`src/rtl/core_pkg.sv`:
```
// rtl/core_pkg.sv - shared fetch-stage types and constants
package core_pkg;

    typedef enum logic [1:0] {
        ST_FETCH  = 2'd0,
        ST_DRAIN  = 2'd1,
        ST_HALTED = 2'd2
    } fetch_state_t;

    localparam logic [31:0] WORD_BYTES       = 32'd4;
    localparam logic [31:0] RESET_PC_DEFAULT = 32'h0000_0000;

    typedef struct packed {
        logic [31:0] pc;
        logic [31:0] instr;
    } fetch_entry_t;

endpackage

```
`src/rtl/fetch_buf.sv`:
```
// rtl/fetch_buf.sv - in-order {pc, instr} FIFO with single-cycle flush
module fetch_buf
    import core_pkg::*;
#(
    parameter int DEPTH = 2
) (
    input  logic                         clk,
    input  logic                         rst,
    input  logic                         i_flush,
    input  logic                         i_push,
    input  fetch_entry_t                 i_push_data,
    input  logic                         i_pop,
    output fetch_entry_t                 o_head,
    output logic                         o_valid,
    output logic [$clog2(DEPTH+1)-1:0]   o_count
);

    localparam int CW = $clog2(DEPTH + 1);
    localparam int AW = (DEPTH > 1) ? $clog2(DEPTH) : 1;

    fetch_entry_t   r_mem [DEPTH];
    logic [AW-1:0]  r_rd_ptr;
    logic [AW-1:0]  r_wr_ptr;
    logic [CW-1:0]  r_count;

    // Explicit wrap so non-power-of-two depths index correctly
    function automatic logic [AW-1:0] ptr_inc(input logic [AW-1:0] p);
        return (p == AW'(DEPTH - 1)) ? '0 : p + 1'b1;
    endfunction

    always_ff @(posedge clk or posedge rst) begin
        if (rst) begin
            r_rd_ptr <= '0;
            r_wr_ptr <= '0;
            r_count  <= '0;
        end else if (i_flush) begin
            r_rd_ptr <= '0;
            r_wr_ptr <= '0;
            r_count  <= '0;
        end else begin
            if (i_push) r_wr_ptr <= ptr_inc(r_wr_ptr);
            if (i_pop)  r_rd_ptr <= ptr_inc(r_rd_ptr);
            r_count <= r_count + CW'(i_push) - CW'(i_pop);
        end
    end

    always_ff @(posedge clk) begin
        if (i_push && !i_flush) r_mem[r_wr_ptr] <= i_push_data;
    end

    assign o_head  = r_mem[r_rd_ptr];
    assign o_valid = (r_count != '0);
    assign o_count = r_count;

endmodule

```
`src/rtl/fetch_sequencer.sv`:
```
// rtl/fetch_sequencer.sv - credit-limited instruction fetch with redirect discard and halt drain
module fetch_sequencer
    import core_pkg::*;
#(
    parameter logic [31:0] RESET_PC  = RESET_PC_DEFAULT,
    parameter int          BUF_DEPTH = 2
) (
    input  logic        clk,
    input  logic        rst,
    output logic        imem_req,
    output logic [31:0] imem_addr,
    input  logic        imem_gnt,
    input  logic        imem_rvalid,
    input  logic [31:0] imem_rdata,
    input  logic        redirect_valid,
    input  logic [31:0] redirect_pc,
    input  logic        halt,
    output logic        out_valid,
    input  logic        out_ready,
    output logic [31:0] out_pc,
    output logic [31:0] out_instr,
    output logic        halted
);

    localparam int CW = $clog2(BUF_DEPTH + 1);

    fetch_state_t   r_state;
    logic [31:0]    r_pc;
    logic [31:0]    r_resp_pc;
    logic [CW-1:0]  r_outst;
    logic [CW-1:0]  r_discard;

    logic           w_fire;
    logic           w_drop;
    logic           w_push;
    logic           w_pop;
    logic           w_credit;
    logic           w_buf_valid;
    logic [CW-1:0]  w_buf_count;
    logic [CW-1:0]  w_outst_next;
    fetch_entry_t   w_head;
    fetch_entry_t   w_push_data;

    // r_outst counts every in-flight request, discarded ones included,
    // so the credit check also covers responses still owed after a redirect
    assign w_credit = ({1'b0, w_buf_count} + {1'b0, r_outst}) < (CW+1)'(BUF_DEPTH);
    assign imem_req  = !rst && (r_state == ST_FETCH) && !halt && w_credit;
    assign imem_addr = rst ? '0 : r_pc;

    assign w_fire       = imem_req && imem_gnt;
    assign w_drop       = imem_rvalid && (r_discard != '0);
    assign w_push       = imem_rvalid && !w_drop && !redirect_valid;
    assign w_pop        = w_buf_valid && out_ready && !redirect_valid;
    assign w_outst_next = r_outst + CW'(w_fire) - CW'(imem_rvalid);
    assign w_push_data  = '{pc: r_resp_pc, instr: imem_rdata};

    // Responses are in order, so the next kept response always belongs to r_resp_pc
    always_ff @(posedge clk or posedge rst) begin
        if (rst) begin
            r_state   <= ST_FETCH;
            r_pc      <= RESET_PC;
            r_resp_pc <= RESET_PC;
            r_outst   <= '0;
            r_discard <= '0;
        end else begin
            r_outst <= w_outst_next;
            if (redirect_valid) begin
                r_pc      <= redirect_pc & ~32'h3;
                r_resp_pc <= redirect_pc & ~32'h3;
                r_discard <= w_outst_next;
            end else begin
                if (w_fire) r_pc      <= r_pc + WORD_BYTES;
                if (w_push) r_resp_pc <= r_resp_pc + WORD_BYTES;
                if (w_drop) r_discard <= r_discard - 1'b1;
            end
            case (r_state)
                ST_FETCH:  if (halt) r_state <= ST_DRAIN;
                ST_DRAIN: begin
                    if (!halt)                    r_state <= ST_FETCH;
                    else if (w_outst_next == '0)  r_state <= ST_HALTED;
                end
                ST_HALTED: if (!halt) r_state <= ST_FETCH;
                default:   r_state <= ST_FETCH;
            endcase
        end
    end

    fetch_buf #(.DEPTH(BUF_DEPTH)) u_buf (
        .clk         (clk),
        .rst         (rst),
        .i_flush     (redirect_valid),
        .i_push      (w_push),
        .i_push_data (w_push_data),
        .i_pop       (w_pop),
        .o_head      (w_head),
        .o_valid     (w_buf_valid),
        .o_count     (w_buf_count)
    );

    assign out_valid = w_buf_valid;
    assign out_pc    = w_buf_valid ? w_head.pc    : '0;
    assign out_instr = w_buf_valid ? w_head.instr : '0;
    assign halted    = (r_state == ST_HALTED);

endmodule

```
`config.mk`:
```
export PLATFORM = sky130hd
export DESIGN_NAME = fetch_sequencer
export DESIGN_NICKNAME = d
export VERILOG_FILES = /design/src/rtl/core_pkg.sv /design/src/rtl/fetch_buf.sv /design/src/rtl/fetch_sequencer.sv
export SDC_FILE = /design/constraint.sdc
export NUM_CORES = 1
export LEC_CHECK = 0
export BUFFER_PORTS_ARGS = -buffer_cell sky130_fd_sc_hd__buf_4
export CORE_ASPECT_RATIO = 1.2
export CORE_MARGIN = 2
export CORE_UTILIZATION = 40
export CTS_BUF_LIST = sky130_fd_sc_hd__clkbuf_4
export DETAILED_ROUTE_END_ITERATION = 6
export PLACE_DENSITY = 0.74
export SLEW_MARGIN = 40
export SYNTH_ARGS = -nofsm -noshare
export SYNTH_HDL_FRONTEND = slang
export SYNTH_SLANG_ARGS = --single-unit
```
`constraint.sdc`:
```
create_clock -name clk -period 3.9 [get_ports clk]
set_input_delay 0 -clock clk [delete_from_list [all_inputs] [get_ports clk]]
set_output_delay 0 -clock clk [all_outputs]
set_load 0.01 [all_outputs]
```
==> results.md <==
* Outcome: completed
* Static leakage power at roughly 4.4 nW
* P_sw at 1.657 mW
* Post-layout total power at approximately 5.2 mW
* Count of unique library cells instantiated by Yosys at 48
* Max FO, Critical Path at 9
* Clock-pin slew of the registers on the worst-case setup and hold paths at around 170 ps
* IO Count at 170
* DRC marker count from the first detailed-route iteration at between 300 and 400
* Post-Layout Cell Count at 1,223
* Max Slew Vio Count at 0
* Family with the most delay on the worst path: simple AND/OR/NAND/NOR gates
* Highest Clock Rate at 322.6 MHz
* Fraction of power consumed by combinational cells at between 20% and 30%
* Drt first pass iters at 4
* Max-cap violations at 0
* Number of H-tree levels at 4
* Reg-to-Reg Start: u_buf.o_count[0]
* Final wirelength at 20,070 um
* Cts bufs inserted at 17
* Number of setup buffers added after CTS at 0
* Number of inserted filler cells in the final layout at roughly 1,900
* Worst-Skew Late Latency at approximately 580 ps
* Die Outline Area at between 0.02 and 0.025 mm2
* Reg power frac at between 50% and 60%
* Final clock period utilization by the worst path at between 70 and 80%
* Setup violators final at 0
* Ratio of cells with drive above 1 in the final layout at approximately a quarter
* Area of combinational cells with multiple inputs at approximately 0.0032 mm2
* Critical-path top delay cell: sky130_fd_sc_hd__fa_1
* CP startpoint: u_buf.o_count[0]
* Cell count after placement at roughly 1,100
* Antenna Nets Post-Route at 0
* DRC at 0
* Startpoint kind of the worst setup timing path: flop
* TritonCTS clock tree: built
* Register cell area after layout at ~0.0055 mm2
* Placer Congestion at 0.8046
* Final cell utilization of the core at a little over half
* Area growth syn-to-layout at 28.97%
* Clock sink total at 194
* GR Util All Layers at between 10% and 20%
* Largest stage delay, worst path at about 480 ps
* Average wire per standard cell at ~16 um
* Number of placement rows at between 50 and 60
* Worst ir drop on vdd at between 0.15 and 0.2 mV
* Internal power contribution at roughly 3.5 mW
* Fin area at between 0.01 and 0.015 mm2
* Via-per-instance ratio at 4.997
* Minimum period implied by the final worst setup slack at around 3100 ps
* X dimension of the die at approximately 140 um
* Buffers from clock root to sink, at most at 2
* Fraction of the yosys area taken by sequential cells at roughly three fifths
* Clock Root Buffer: sky130_fd_sc_hd__clkbuf_4
* Endpoint class of the critical path: flop
* Average size of a mapped cell at 12.55 um2
* Via count of the first global-routing pass at 6,163
* Tightest Pin Transition at between 700 and 800 ps
* Primary FF master, synth: sky130_fd_sc_hd__edfxtp_1
* Synthesized area at approximately 0.009 mm2
* Share of async-settable or async-resettable flops after synthesis at 36.08%
* Wire length of the first global-routing pass at 32,160 um
* Power density of the placed cells at about 450 mW/mm2
* Die Height at approximately 170 um
* Critical Path AT at 3590 ps
* Critical Path RT at approximately 4400 ps
* Fin nets at 1,014
* Pin count of the biggest net entering global routing at 65
* Cells resized by post-CTS repair at 0
* Total gr overflow at 0
* Most frequent cell on the critical path: sky130_fd_sc_hd__ha_1
* Effective utilization at floorplan at 40.78%
* Instance area after placement at just over 0.01 mm2
* Switching Share at 32.03%
* Flop and latch count out of synthesis at slightly below 200
* Via count of the routed design at just over 6,000
* Post-CTS Hold Buffers at 74
* Maximum clock skew at final layout at between 15 and 20 ps
* Hold Path Class: in2reg
* Worst min-delay path startpoint: imem_gnt
* Max-slew headroom at the worst pin at roughly 50%
* Crit-path cells: and2_1 -> fa_1 -> nor3b_2 -> and2_4 -> inv_6 -> ha_1 -> inv_1 -> ha_1 -> xnor2_1 -> nor3b_1 -> and2b_1 -> o21a_1
* Number of enable-type register cells in the synthesized netlist at around 120
* WP buf/inv at 2
* Clk network pwr share at a little over a fifth
* Syn Inst Count at 705
* Final hold viol count at 0
* Number of antenna violations at the first check in global routing at 1
* CP Class: reg2reg
* RSZ-0062 raised after global routing: no
* Synthesis warning total at 0
* Dpl hpwl at between 10,000 and 15,000 um
* Core area at between 0.02 and 0.025 mm2
* Count of port buffers added during placement at 163
-- cell usage in the layout, fill, tap and decap left out, types with 4 or more instances in the layout --
cell type and count:
sky130_fd_sc_hd__edfxtp_1 124, sky130_fd_sc_hd__dlygate4sd3_1 74, sky130_fd_sc_hd__and2_1 4, sky130_fd_sc_hd__nand2b_1 9
sky130_fd_sc_hd__nand3_1 30, sky130_fd_sc_hd__clkbuf_4 17, sky130_fd_sc_hd__ha_1 7, sky130_fd_sc_hd__a21oi_1 14
sky130_fd_sc_hd__nor4_1 10, sky130_fd_sc_hd__and3_1 10, sky130_fd_sc_hd__nand4_1 16, sky130_fd_sc_hd__inv_6 7
sky130_fd_sc_hd__mux2_2 21, sky130_fd_sc_hd__buf_4 167, sky130_fd_sc_hd__nor2b_1 29, sky130_fd_sc_hd__nor3_1 7
sky130_fd_sc_hd__and4_1 6, sky130_fd_sc_hd__xor2_1 19, sky130_fd_sc_hd__nor2_1 98, sky130_fd_sc_hd__conb_1 4
sky130_fd_sc_hd__a21boi_0 15, sky130_fd_sc_hd__a31oi_1 4, sky130_fd_sc_hd__mux2i_1 63, sky130_fd_sc_hd__nand2_1 24
sky130_fd_sc_hd__o21ai_0 6, sky130_fd_sc_hd__dfrtp_1 69, sky130_fd_sc_hd__xnor2_1 38, sky130_fd_sc_hd__inv_1 11
-- worst paths after layout --
kind	endpoint	slack, ps	cells past startpoint
max in group asynchronous	r_state[0]	2940	4
hold / removal	r_pc[3]	70	5
setup reg to reg	r_state[1]	800	12
min in group asynchronous	r_resp_pc[7]	180	3
hold reg to reg	u_buf.r_mem[1][63]	500	0
setup / recovery	r_state[1]	800	12
-- routing by layer --
metal / share of wire, % / up-vias / wire length, um / global-route usage, %
li1: - / 2971 / - / -
met1: 44 / 2953 / 8834 / 22.96
met2: 50 / 168 / 9972 / 29.20
met3: 5.0 / 19 / 1013 / 3.191
met4: 1.3 / 0 / 253 / 4.739
met5: 0 / - / 0 / 0
-- tightest hold or removal path: stages --
cell                      delay (ps)
sky130_fd_sc_hd__buf_4           120
sky130_fd_sc_hd__nor3b_2         180
sky130_fd_sc_hd__and2_4          190
sky130_fd_sc_hd__nand2_1          70
sky130_fd_sc_hd__a31oi_1          70
-- cell type report --
class	instances	area share, %
antenna	1	0.02192
clock buffer	17	1.118
clock inverter	15	1.513
inverter	14	0.5261
multi-input combinational	464	27.97
sequential	194	48.00
tap	274	3.003
timing repair buffer	244	17.84
-- cell families (layout without fill, tap and decap cells) --
kind of cell	count (synthesis)	count (layout)	synth area share, %
and+or+nand+nor	260	260	15.20
DFF	194	194	61.86
muxes	85	85	9.966
xor gates and xnor gates	57	57	5.640
AOI/OAI and AO/OA	50	50	3.633
buffers and inverters	50	290	2.445
adders and majority gates	8	8	1.216
other	1	5	0.04237
-- sequential cells by signal (all words and copies together), names as in the netlist --
| name | flops |
|---|---|
| u_buf.r_mem | 124 |
| r_pc | 30 |
| r_resp_pc | 30 |
| r_discard | 2 |
| r_outst | 2 |
| r_state | 2 |
| u_buf.o_count | 2 |
| u_buf.r_rd_ptr | 1 |
| u_buf.r_wr_ptr | 1 |
-- synth_stat cells (4+ instances only) --
library cell	n	area share, %
sky130_fd_sc_hd__a21boi_0	15	1.3
sky130_fd_sc_hd__inv_1	13	0.55
sky130_fd_sc_hd__clkbuf_1	29	1.2
sky130_fd_sc_hd__a21oi_1	14	0.79
sky130_fd_sc_hd__mux2_2	21	2.7
sky130_fd_sc_hd__nand3_1	30	1.7
sky130_fd_sc_hd__o21ai_0	6	0.34
sky130_fd_sc_hd__xnor2_1	38	3.8
sky130_fd_sc_hd__nor2_1	101	4.3
sky130_fd_sc_hd__and4_1	6	0.59
sky130_fd_sc_hd__and3_1	10	0.71
sky130_fd_sc_hd__nand4_1	16	1.1
sky130_fd_sc_hd__edfxtp_1	124	42
sky130_fd_sc_hd__xor2_1	19	1.9
sky130_fd_sc_hd__a31oi_1	4	0.28
sky130_fd_sc_hd__nor4_1	10	0.71
sky130_fd_sc_hd__nor3_1	7	0.40
sky130_fd_sc_hd__mux2i_1	63	7.1
sky130_fd_sc_hd__nor2b_1	29	2.0
sky130_fd_sc_hd__nand2_1	24	1.0
sky130_fd_sc_hd__buf_4	4	0.34
sky130_fd_sc_hd__nand2b_1	9	0.64
sky130_fd_sc_hd__ha_1	7	0.99
sky130_fd_sc_hd__dfrtp_1	70	20
sky130_fd_sc_hd__and2_1	4	0.28
-- power by group through the flow --
| stage | logic, mW | registers, mW | clock network, mW |
|---|---|---|---|
| 2_1_floorplan | 0.856 | 2.58 | 0 |
| 3_3_place_gp | 1.33 | 2.67 | 0 |
| 3_5_place_dp | 1.36 | 2.68 | 0 |
| 4_1_cts | 1.43 | 2.63 | 1.17 |
| 5_1_grt | 1.55 | 2.66 | 1.25 |
| 6_report | 1.41 | 2.63 | 1.13 |
-- stage by stage --
stage               hold WS [ps]  setup TNS [ps]  setup WS (ps)
finish                     65.54               0          800.4
global placement           185.2               0          907.0
CTS                        20.57               0          789.2
detailed placement         188.5               0          812.5
global route               41.87               0          628.8
floorplan                  46.41          -532.3         -4.292
Note: power is estimated with default switching activity, not from simulation.
